## src/rtl/tensor_core_pkg.sv

```systemverilog
// Shared definitions for the tensor core instruction arbiter:
// opcode encodings, arbiter FSM state type and the default word width.
package tensor_core_pkg;

   localparam int INSTR_WIDTH_DEFAULT = 16;

   localparam logic [1:0] NOP     = 2'b00;
   localparam logic [1:0] OPERATE = 2'b01;
   localparam logic [1:0] BURST   = 2'b10;
   localparam logic [1:0] RESET   = 2'b11;

   typedef enum logic [0:0] {
      ARB  = 1'b0,
      LOCK = 1'b1
   } arb_state_t;

   // True when the opcode field of a word starts a locked burst
   function automatic logic is_burst(input logic [1:0] opcode);
      return opcode == BURST;
   endfunction

endpackage

```

## src/rtl/tensor_core_output_register.sv

```systemverilog
// Single-entry valid/ready output register. Accepts a new word whenever it is
// empty or its current word is being consumed in the same cycle.
module tensor_core_output_register
   import tensor_core_pkg::*;
#(
   parameter int INSTR_WIDTH = INSTR_WIDTH_DEFAULT
) (
   input  logic                   clock_in,
   input  logic                   reset_in,
   input  logic                   load_valid,
   input  logic [INSTR_WIDTH-1:0] load_instruction,
   input  logic                   out_ready,
   output logic                   loadable,
   output logic                   out_valid,
   output logic [INSTR_WIDTH-1:0] out_instruction
);

   logic                   vld_p1;
   logic [INSTR_WIDTH-1:0] instr_p1;

   assign loadable        = !vld_p1 || out_ready;
   assign out_valid       = vld_p1;
   assign out_instruction = instr_p1;

   // Output stage: capture the accepted word, hold it until consumed
   always_ff @(posedge clock_in) begin
      if (!reset_in) begin
         vld_p1   <= 1'b0;
         instr_p1 <= '0;
      end else if (loadable) begin
         vld_p1 <= load_valid;
         if (load_valid) begin
            instr_p1 <= load_instruction;
         end
      end
   end

endmodule

```

## src/rtl/tensor_core_instruction_arbiter.sv

```systemverilog
// Two-requester instruction arbiter for the tensor core. Round-robin per word,
// with BURST opcodes locking the grant to one requester for BURST_BEATS beats.
// Optional feature: define TENSOR_CORE_ARB_PERF_COUNTERS_EN to add per-requester
// 32-bit accepted-word counters (grant_count0 / grant_count1).
module tensor_core_instruction_arbiter
   import tensor_core_pkg::*;
#(
   parameter int INSTR_WIDTH = INSTR_WIDTH_DEFAULT,
   parameter int BURST_BEATS = 5
) (
   input  logic                   clock_in,
   input  logic                   reset_in,
   input  logic                   req0_valid,
   input  logic [INSTR_WIDTH-1:0] req0_instruction,
   output logic                   req0_ready,
   input  logic                   req1_valid,
   input  logic [INSTR_WIDTH-1:0] req1_instruction,
   output logic                   req1_ready,
   output logic                   out_valid,
   output logic [INSTR_WIDTH-1:0] out_instruction,
   input  logic                   out_ready,
   input  logic                   abort_in,
   output logic                   burst_locked,
   output logic                   lock_owner
`ifdef TENSOR_CORE_ARB_PERF_COUNTERS_EN
   ,
   output logic [31:0]            grant_count0,
   output logic [31:0]            grant_count1
`endif
);

   // A single-beat burst still needs a 1-bit counter to be well formed
   localparam int BEAT_W = (BURST_BEATS > 1) ? $clog2(BURST_BEATS) : 1;
   localparam logic [BEAT_W-1:0] LAST_BEAT = BEAT_W'(BURST_BEATS - 1);

   arb_state_t             state;
   logic                   rr_ptr;
   logic                   owner;
   logic [BEAT_W-1:0]      beat_count;

   logic                   grant_valid;
   logic                   grant_id;
   logic                   loadable;
   logic                   accept;
   logic [INSTR_WIDTH-1:0] accept_instruction;

   // Grant selection: owner only while locked, otherwise round-robin on contention
   always_comb begin
      grant_valid = 1'b0;
      grant_id    = 1'b0;
      if (state == LOCK) begin
         grant_id    = owner;
         grant_valid = owner ? req1_valid : req0_valid;
      end else if (req0_valid && req1_valid) begin
         grant_valid = 1'b1;
         grant_id    = rr_ptr;
      end else if (req0_valid) begin
         grant_valid = 1'b1;
         grant_id    = 1'b0;
      end else if (req1_valid) begin
         grant_valid = 1'b1;
         grant_id    = 1'b1;
      end
   end

   // An abort cycle is a dead cycle: nothing is accepted while the lock is dropped
   assign accept             = reset_in && !abort_in && loadable && grant_valid;
   assign req0_ready         = accept && !grant_id;
   assign req1_ready         = accept && grant_id;
   assign accept_instruction = grant_id ? req1_instruction : req0_instruction;

   assign burst_locked = (state == LOCK);
   assign lock_owner   = (state == LOCK) ? owner : 1'b0;

   // FSM, round-robin pointer, lock owner and beat counter
   always_ff @(posedge clock_in) begin
      if (!reset_in) begin
         state      <= ARB;
         rr_ptr     <= 1'b0;
         owner      <= 1'b0;
         beat_count <= '0;
      end else if (abort_in) begin
         state      <= ARB;
         beat_count <= '0;
      end else if (accept) begin
         if (state == ARB) begin
            if (is_burst(accept_instruction[1:0])) begin
               state      <= LOCK;
               owner      <= grant_id;
               beat_count <= '0;
            end else begin
               rr_ptr <= ~grant_id;
            end
         end else if (beat_count == LAST_BEAT) begin
            state      <= ARB;
            rr_ptr     <= ~owner;
            beat_count <= '0;
         end else begin
            beat_count <= beat_count + BEAT_W'(1);
         end
      end
   end

   tensor_core_output_register #(
      .INSTR_WIDTH (INSTR_WIDTH)
   ) u_out_reg (
      .clock_in         (clock_in),
      .reset_in         (reset_in),
      .load_valid       (accept),
      .load_instruction (accept_instruction),
      .out_ready        (out_ready),
      .loadable         (loadable),
      .out_valid        (out_valid),
      .out_instruction  (out_instruction)
   );

`ifdef TENSOR_CORE_ARB_PERF_COUNTERS_EN
   // Accepted-word counters per requester, free-running with natural wrap
   always_ff @(posedge clock_in) begin
      if (!reset_in) begin
         grant_count0 <= '0;
         grant_count1 <= '0;
      end else begin
         if (req0_ready) grant_count0 <= grant_count0 + 32'd1;
         if (req1_ready) grant_count1 <= grant_count1 + 32'd1;
      end
   end
`endif

endmodule

```

## config.mk

```make
export PLATFORM = sky130hd
export DESIGN_NAME = tensor_core_instruction_arbiter
export DESIGN_NICKNAME = d
export VERILOG_FILES = /design/src/rtl/tensor_core_pkg.sv /design/src/rtl/tensor_core_output_register.sv /design/src/rtl/tensor_core_instruction_arbiter.sv
export SDC_FILE = /design/constraint.sdc
export NUM_CORES = 1
export LEC_CHECK = 0
export ABC_AREA = 1
export ABC_CLOCK_PERIOD_IN_PS = 1400
export BUFFER_PORTS_ARGS = -buffer_cell sky130_fd_sc_hd__buf_2
export CORE_ASPECT_RATIO = 0.7
export CORE_MARGIN = 3
export CORE_UTILIZATION = 40
export CTS_BUF_LIST = sky130_fd_sc_hd__clkbuf_8
export DETAILED_ROUTE_END_ITERATION = 16
export PLACE_DENSITY = 0.74
export SETUP_SLACK_MARGIN = 0.4
export SLEW_MARGIN = 20
export SYNTH_ARGS = -nofsm -noshare
export SYNTH_HDL_FRONTEND = slang
export SYNTH_SLANG_ARGS = --single-unit
```

## constraint.sdc

```tcl
create_clock -name clock_in -period 1.4 [get_ports clock_in]
set_clock_uncertainty 0.15 [all_clocks]
set_input_delay 0.28 -clock clock_in [delete_from_list [all_inputs] [get_ports clock_in]]
set_output_delay 0.28 -clock clock_in [all_outputs]
set_load 0.1 [all_outputs]
```

==> results.sh, run 1 <==
export IMPL_status="aborted with a tool error"
export IMPL_flow_stopped_at="global routing (5_1_grt)"
export IMPL_tool_error="[ERROR DPL-0033] detailed placement checks failed during check placement."
export IMPL_placed_area_um2=2070
export IMPL_initial_core_util=0.449
export IMPL_yosys_warnings=0
export IMPL_syn_area_um2=1180
export IMPL_die_h_um=51.4
export IMPL_yosysUniqueCellTypes=23
export IMPL_grt_max_degree=18
export IMPL_io_pins=59
export IMPL_fp_dieW_um=70.9
export IMPL_grt_worst_endpoint="req0_ready"
export IMPL_syn_num_nets=198
export IMPL_synth_seq_cells=23
export IMPL_cts_made_buffers=3
export IMPL_port_buffers=58
export IMPL_place_congestion=0.837
export IMPL_rows=15
export IMPL_antenna_found_initial=0
export IMPL_clock_path_buffers=2
export IMPL_postSynthCellCount=158
export IMPL_cts_hold_buf=0
export IMPL_root_buffer="clkbuf_8"
export IMPL_h_tree_depth=1
export IMPL_yosys_top_cells_area="dfxtp_1, nand2_1, a31oi_2"
export IMPL_hpwl_um=3110
export IMPL_post_synth_cell_area_avg_um2=7.46
export IMPL_preCtsSetupSlack_ns=-0.333
export IMPL_seq_area_frac_synth=0.391
export IMPL_clkSinkCount=23
export IMPL_worst_ep_kind="top-level output"
export IMPL_yosys_area_top_type_share=0.391
export IMPL_synth_area_leader_cell="dfxtp_1"
logic make-up after synthesis:
| family | share of synthesized area |
|---|---|
| buf+inv | 0.0934 |
| simple gates | 0.347 |
| flops | 0.391 |
| fa+ha+maj | 0.0212 |
| compound gates | 0.148 |
cells in the mapped netlist:
library cell and number:
clkbuf_1 1, a31oi_2 5, buf_8 1, ha_1 2, buf_2 1, a31oi_1 9
nor3_1 1, nor2_1 9, nand2_1 56, nor4_1 1, a211oi_1 2, nor2_4 1
nand3_1 9, a21oi_1 7, inv_1 15, or2_4 1, nand2_4 1, inv_2 2
nand2_2 6, buf_6 2, dfxtp_1 23, nor2_8 2, o21ai_1 1
repair_timing:
item / in CTS
hold endpoints to repair: 0
setup endpoints to repair: 44
setup buffers: 17
pin swaps: 16
gates cloned: 2
resized for setup: 38
through the flow:
stage               utilization  setup TNS (ns)  cells
floorplan                     -           -5.11    158
detailed placement        0.790           -6.36    265
global placement          0.790           -5.00    265
CTS                       0.916           -4.92    288
==> inputs of run 2 (changes only) <==
--- a/config.mk
+++ b/config.mk
@@ -6,15 +6,12 @@
 export NUM_CORES = 1
 export LEC_CHECK = 0
 export ABC_AREA = 1
-export ABC_CLOCK_PERIOD_IN_PS = 1400
+export ABC_CLOCK_PERIOD_IN_PS = 1800
 export BUFFER_PORTS_ARGS = -buffer_cell sky130_fd_sc_hd__buf_2
-export CORE_ASPECT_RATIO = 0.7
 export CORE_MARGIN = 3
-export CORE_UTILIZATION = 40
-export CTS_BUF_LIST = sky130_fd_sc_hd__clkbuf_8
+export CORE_UTILIZATION = 25
 export DETAILED_ROUTE_END_ITERATION = 16
-export PLACE_DENSITY = 0.74
-export SETUP_SLACK_MARGIN = 0.4
+export PLACE_DENSITY_LB_ADDON = 0.15
 export SLEW_MARGIN = 20
 export SYNTH_ARGS = -nofsm -noshare
 export SYNTH_HDL_FRONTEND = slang
==> constraint.sdc (replaced) <==
create_clock -name clock_in -period 1.8 [get_ports clock_in]
set_clock_uncertainty 0.15 [all_clocks]
set_input_delay 0.36 -clock clock_in [delete_from_list [all_inputs] [get_ports clock_in]]
set_output_delay 0.36 -clock clock_in [all_outputs]
set_load 0.1 [all_outputs]
==> results.sh, run 2 <==
export IMPL_p_leak_nw=0.865
export IMPL_nets=274
export IMPL_seq_power_share=0.427
export IMPL_vias=1222
export IMPL_setup_viol=2
export IMPL_powerDensity_nw_per_um2=740
export IMPL_clock_path_buffers=2
export IMPL_synthTopCellsByCount="nand2_1, dfxtp_1, inv_1"
export IMPL_synth_mux_area_fraction=0
export IMPL_ys_flop_type="dfxtp_1"
export IMPL_synth_most_common_cell="nand2_1"
export IMPL_cts_made_buffers=3
export IMPL_mostFrequentLayoutCells="buf_2, nand2_1, dfxtp_1"
export IMPL_rows=24
export IMPL_vdd_drop_max_mv=0.463
export IMPL_root_buffer="clkbuf_8"
export IMPL_die_area_um2=5570
export IMPL_worstSetupEndpointType="output port"
export IMPL_syn_num_nets=198
export IMPL_synth_seq_cells=23
export IMPL_critPathArrivalTime_ns=1.32
export IMPL_hold_class="primary input to register"
export IMPL_grt_max_degree=18
export IMPL_h_tree_depth=1
export IMPL_antenna_found_initial=0
export IMPL_slew_viol_final=0
export IMPL_drt_iter0_markers=38
export IMPL_fin_area_um2=1740
export IMPL_drive_above_1_share=0.464
export IMPL_synth_area_leader_cell="dfxtp_1"
export IMPL_track_usage=0.125
export IMPL_diodes=0
export IMPL_drt_vias_per_instance=4.29
export IMPL_r2r_setup_slack_ns=0.11
export IMPL_power_frac_clock=0.242
export IMPL_rsz0062_at_grt="true"
export IMPL_r2r_start="owner"
export IMPL_postSynthCellCount=158
export IMPL_crit_end="req1_ready"
export IMPL_rr_worst_depth=9
export IMPL_yosys_top_cells_area="dfxtp_1, nand2_1, a31oi_2"
export IMPL_coreArea_um2=4440
export IMPL_violations="setup timing"
export IMPL_post_synth_cell_area_avg_um2=7.46
export IMPL_maxCapViolCount=0
export IMPL_gr_total_overflow=0
export IMPL_cts_tree="done"
export IMPL_switching_power_uw=478
export IMPL_yosys_area_top_type_share=0.391
export IMPL_power_mw=1.29
export IMPL_fin_tns_setup_ns=-0.0484
export IMPL_drtAntennaViolNets=0
export IMPL_switching_share=0.371
export IMPL_relSlewSlack=0.670
export IMPL_max_freq_mhz=546
export IMPL_async_reset_ff_frac=0
export IMPL_period_share=1.02
export IMPL_critPathLaunchType="register"
export IMPL_initial_core_util=0.265
export IMPL_worst_pin_slew_ns=0.499
export IMPL_preCtsSetupSlack_ns=0.0112
export IMPL_yosys_warnings=0
export IMPL_fp_dieW_um=74.7
export IMPL_grt_pass1_wl_um=5430
export IMPL_syn_area_um2=1180
export IMPL_io_pins=59
export IMPL_reg2reg_to="u_out_reg.out_instruction[6]"
export IMPL_layout_commonest_cell="buf_2"
export IMPL_path_class="register to output port"
export IMPL_critPathMaxFanout=5
export IMPL_place_congestion=0.794
export IMPL_clkSinkCount=23
export IMPL_worst_slack_ns=-0.0325
export IMPL_hold_viol=0
export IMPL_routedWlPerCell_um=11.6
export IMPL_seq_area_frac_synth=0.391
export IMPL_largest_reg_flops=16
export IMPL_intPower_uw=812
export IMPL_yosysUniqueCellTypes=23
export IMPL_clkSlewWorstSetupHoldPaths_ns=0.08
export IMPL_crit_start="burst_locked"
export IMPL_die_h_um=74.7
export IMPL_drc_errors=0
export IMPL_synth_edff_count=0
export IMPL_clock_latency_ns=0.26
export IMPL_placed_area_um2=1590
export IMPL_hpwl_um=2500
export IMPL_grt_pass1_vias=1221
export IMPL_synth_compound_area_frac=0.148
export IMPL_layout_min_cycle_time_ns=1.83
export IMPL_synth_adder_area_share=0.0212
export IMPL_status="finished with violations"
export IMPL_synth_xor_area_frac=0
export IMPL_worstPathRequired_ns=1.29
export IMPL_firstDrtPassIters=3
export IMPL_power_frac_comb=0.331
export IMPL_yosys_area_share_simple=0.347
export IMPL_port_buffers=58
export IMPL_syn2layout_area_growth_pct=47.9
export IMPL_routed_wl_um=3300
export IMPL_synth_top_family_by_area="simple AND/OR/NAND/NOR gates"
run 2: area by class of cell:
class | instances | area [um2]
Multi-Input combinational cell | 113 | 637
Clock inverter | 1 | 5.00
Clock buffer | 3 | 41.3
Timing Repair Buffer | 76 | 458
Fill cell | 489 | 2700
Sequential cell | 23 | 469
Tap cell | 52 | 65.1
Inverter | 17 | 67.6
run 2: worst max-delay path, stage by stage, from the launching register on:
cell	delay (ns)
dfxtp_4	0.38
nor2_4	0.08
nand2_2	0.08
nand2_4	0.09
clkinvlp_4	0.14
nor2_8	0.12
buf_12	0.18
run 2: per-stage QoR:
step,utilization,hold WS (ns),cells
global placement,0.358,0.328,271
global route,0.392,0.202,285
floorplan,-,0.302,158
detailed placement,0.358,0.326,271
CTS,0.388,0.193,283
finish,0.392,0.203,285
run 2: worst min-delay path by stage:
stage / from / end / slack (ns) / cells past startpoint
global route: req1_instruction[14] / u_out_reg.out_instruction[14] / 0.20 / 3
detailed placement: u_out_reg.out_instruction[4] / u_out_reg.out_instruction[4] / 0.33 / 2
floorplan: rr_ptr / rr_ptr / 0.30 / 2
finish: req1_instruction[14] / u_out_reg.out_instruction[14] / 0.20 / 3
global placement: u_out_reg.out_instruction[10] / u_out_reg.out_instruction[10] / 0.33 / 2
CTS: req1_instruction[14] / u_out_reg.out_instruction[14] / 0.19 / 3
run 2: per-layer routing:
| metal | vias to the layer above | GRT usage | routed length [um] |
|---|---|---|---|
| met5 | - | 0 | 0 |
| met4 | 0 | 0.0178 | 14 |
| met3 | 2 | 0.0401 | 192 |
| met2 | 30 | 0.214 | 1610 |
| met1 | 533 | 0.157 | 1480 |
| li1 | 657 | - | - |
run 2: cells by family after synthesis:
kind of cell,Yosys count
AO/OA/AOI/OAI,24
adder cells (fa/ha/maj),2
flip-flops,23
AND/OR/NAND/NOR,87
buffers and inverters,22
run 2: power groups by stage:
stage | combinational, mW | sequential (mW) | clock, mW
after global routing | 0.456 | 0.555 | 0.350
after detailed placement | 0.398 | 0.561 | 0
after floorplan | 0.130 | 0.724 | 0
after global placement | 0.400 | 0.562 | 0
final | 0.427 | 0.551 | 0.311
after CTS | 0.425 | 0.551 | 0.332
run 2: timing repair:
action / 4_1_cts / 5_1_grt
cloned: 0 / 0
setup buffers: 8 / 2
gates resized for setup: 8 / 2
hold buffers: 0 / 0
pin swaps: 6 / 0
endpoints found under the setup margin: 2 / 3
Power figures use the tool's default switching activity.
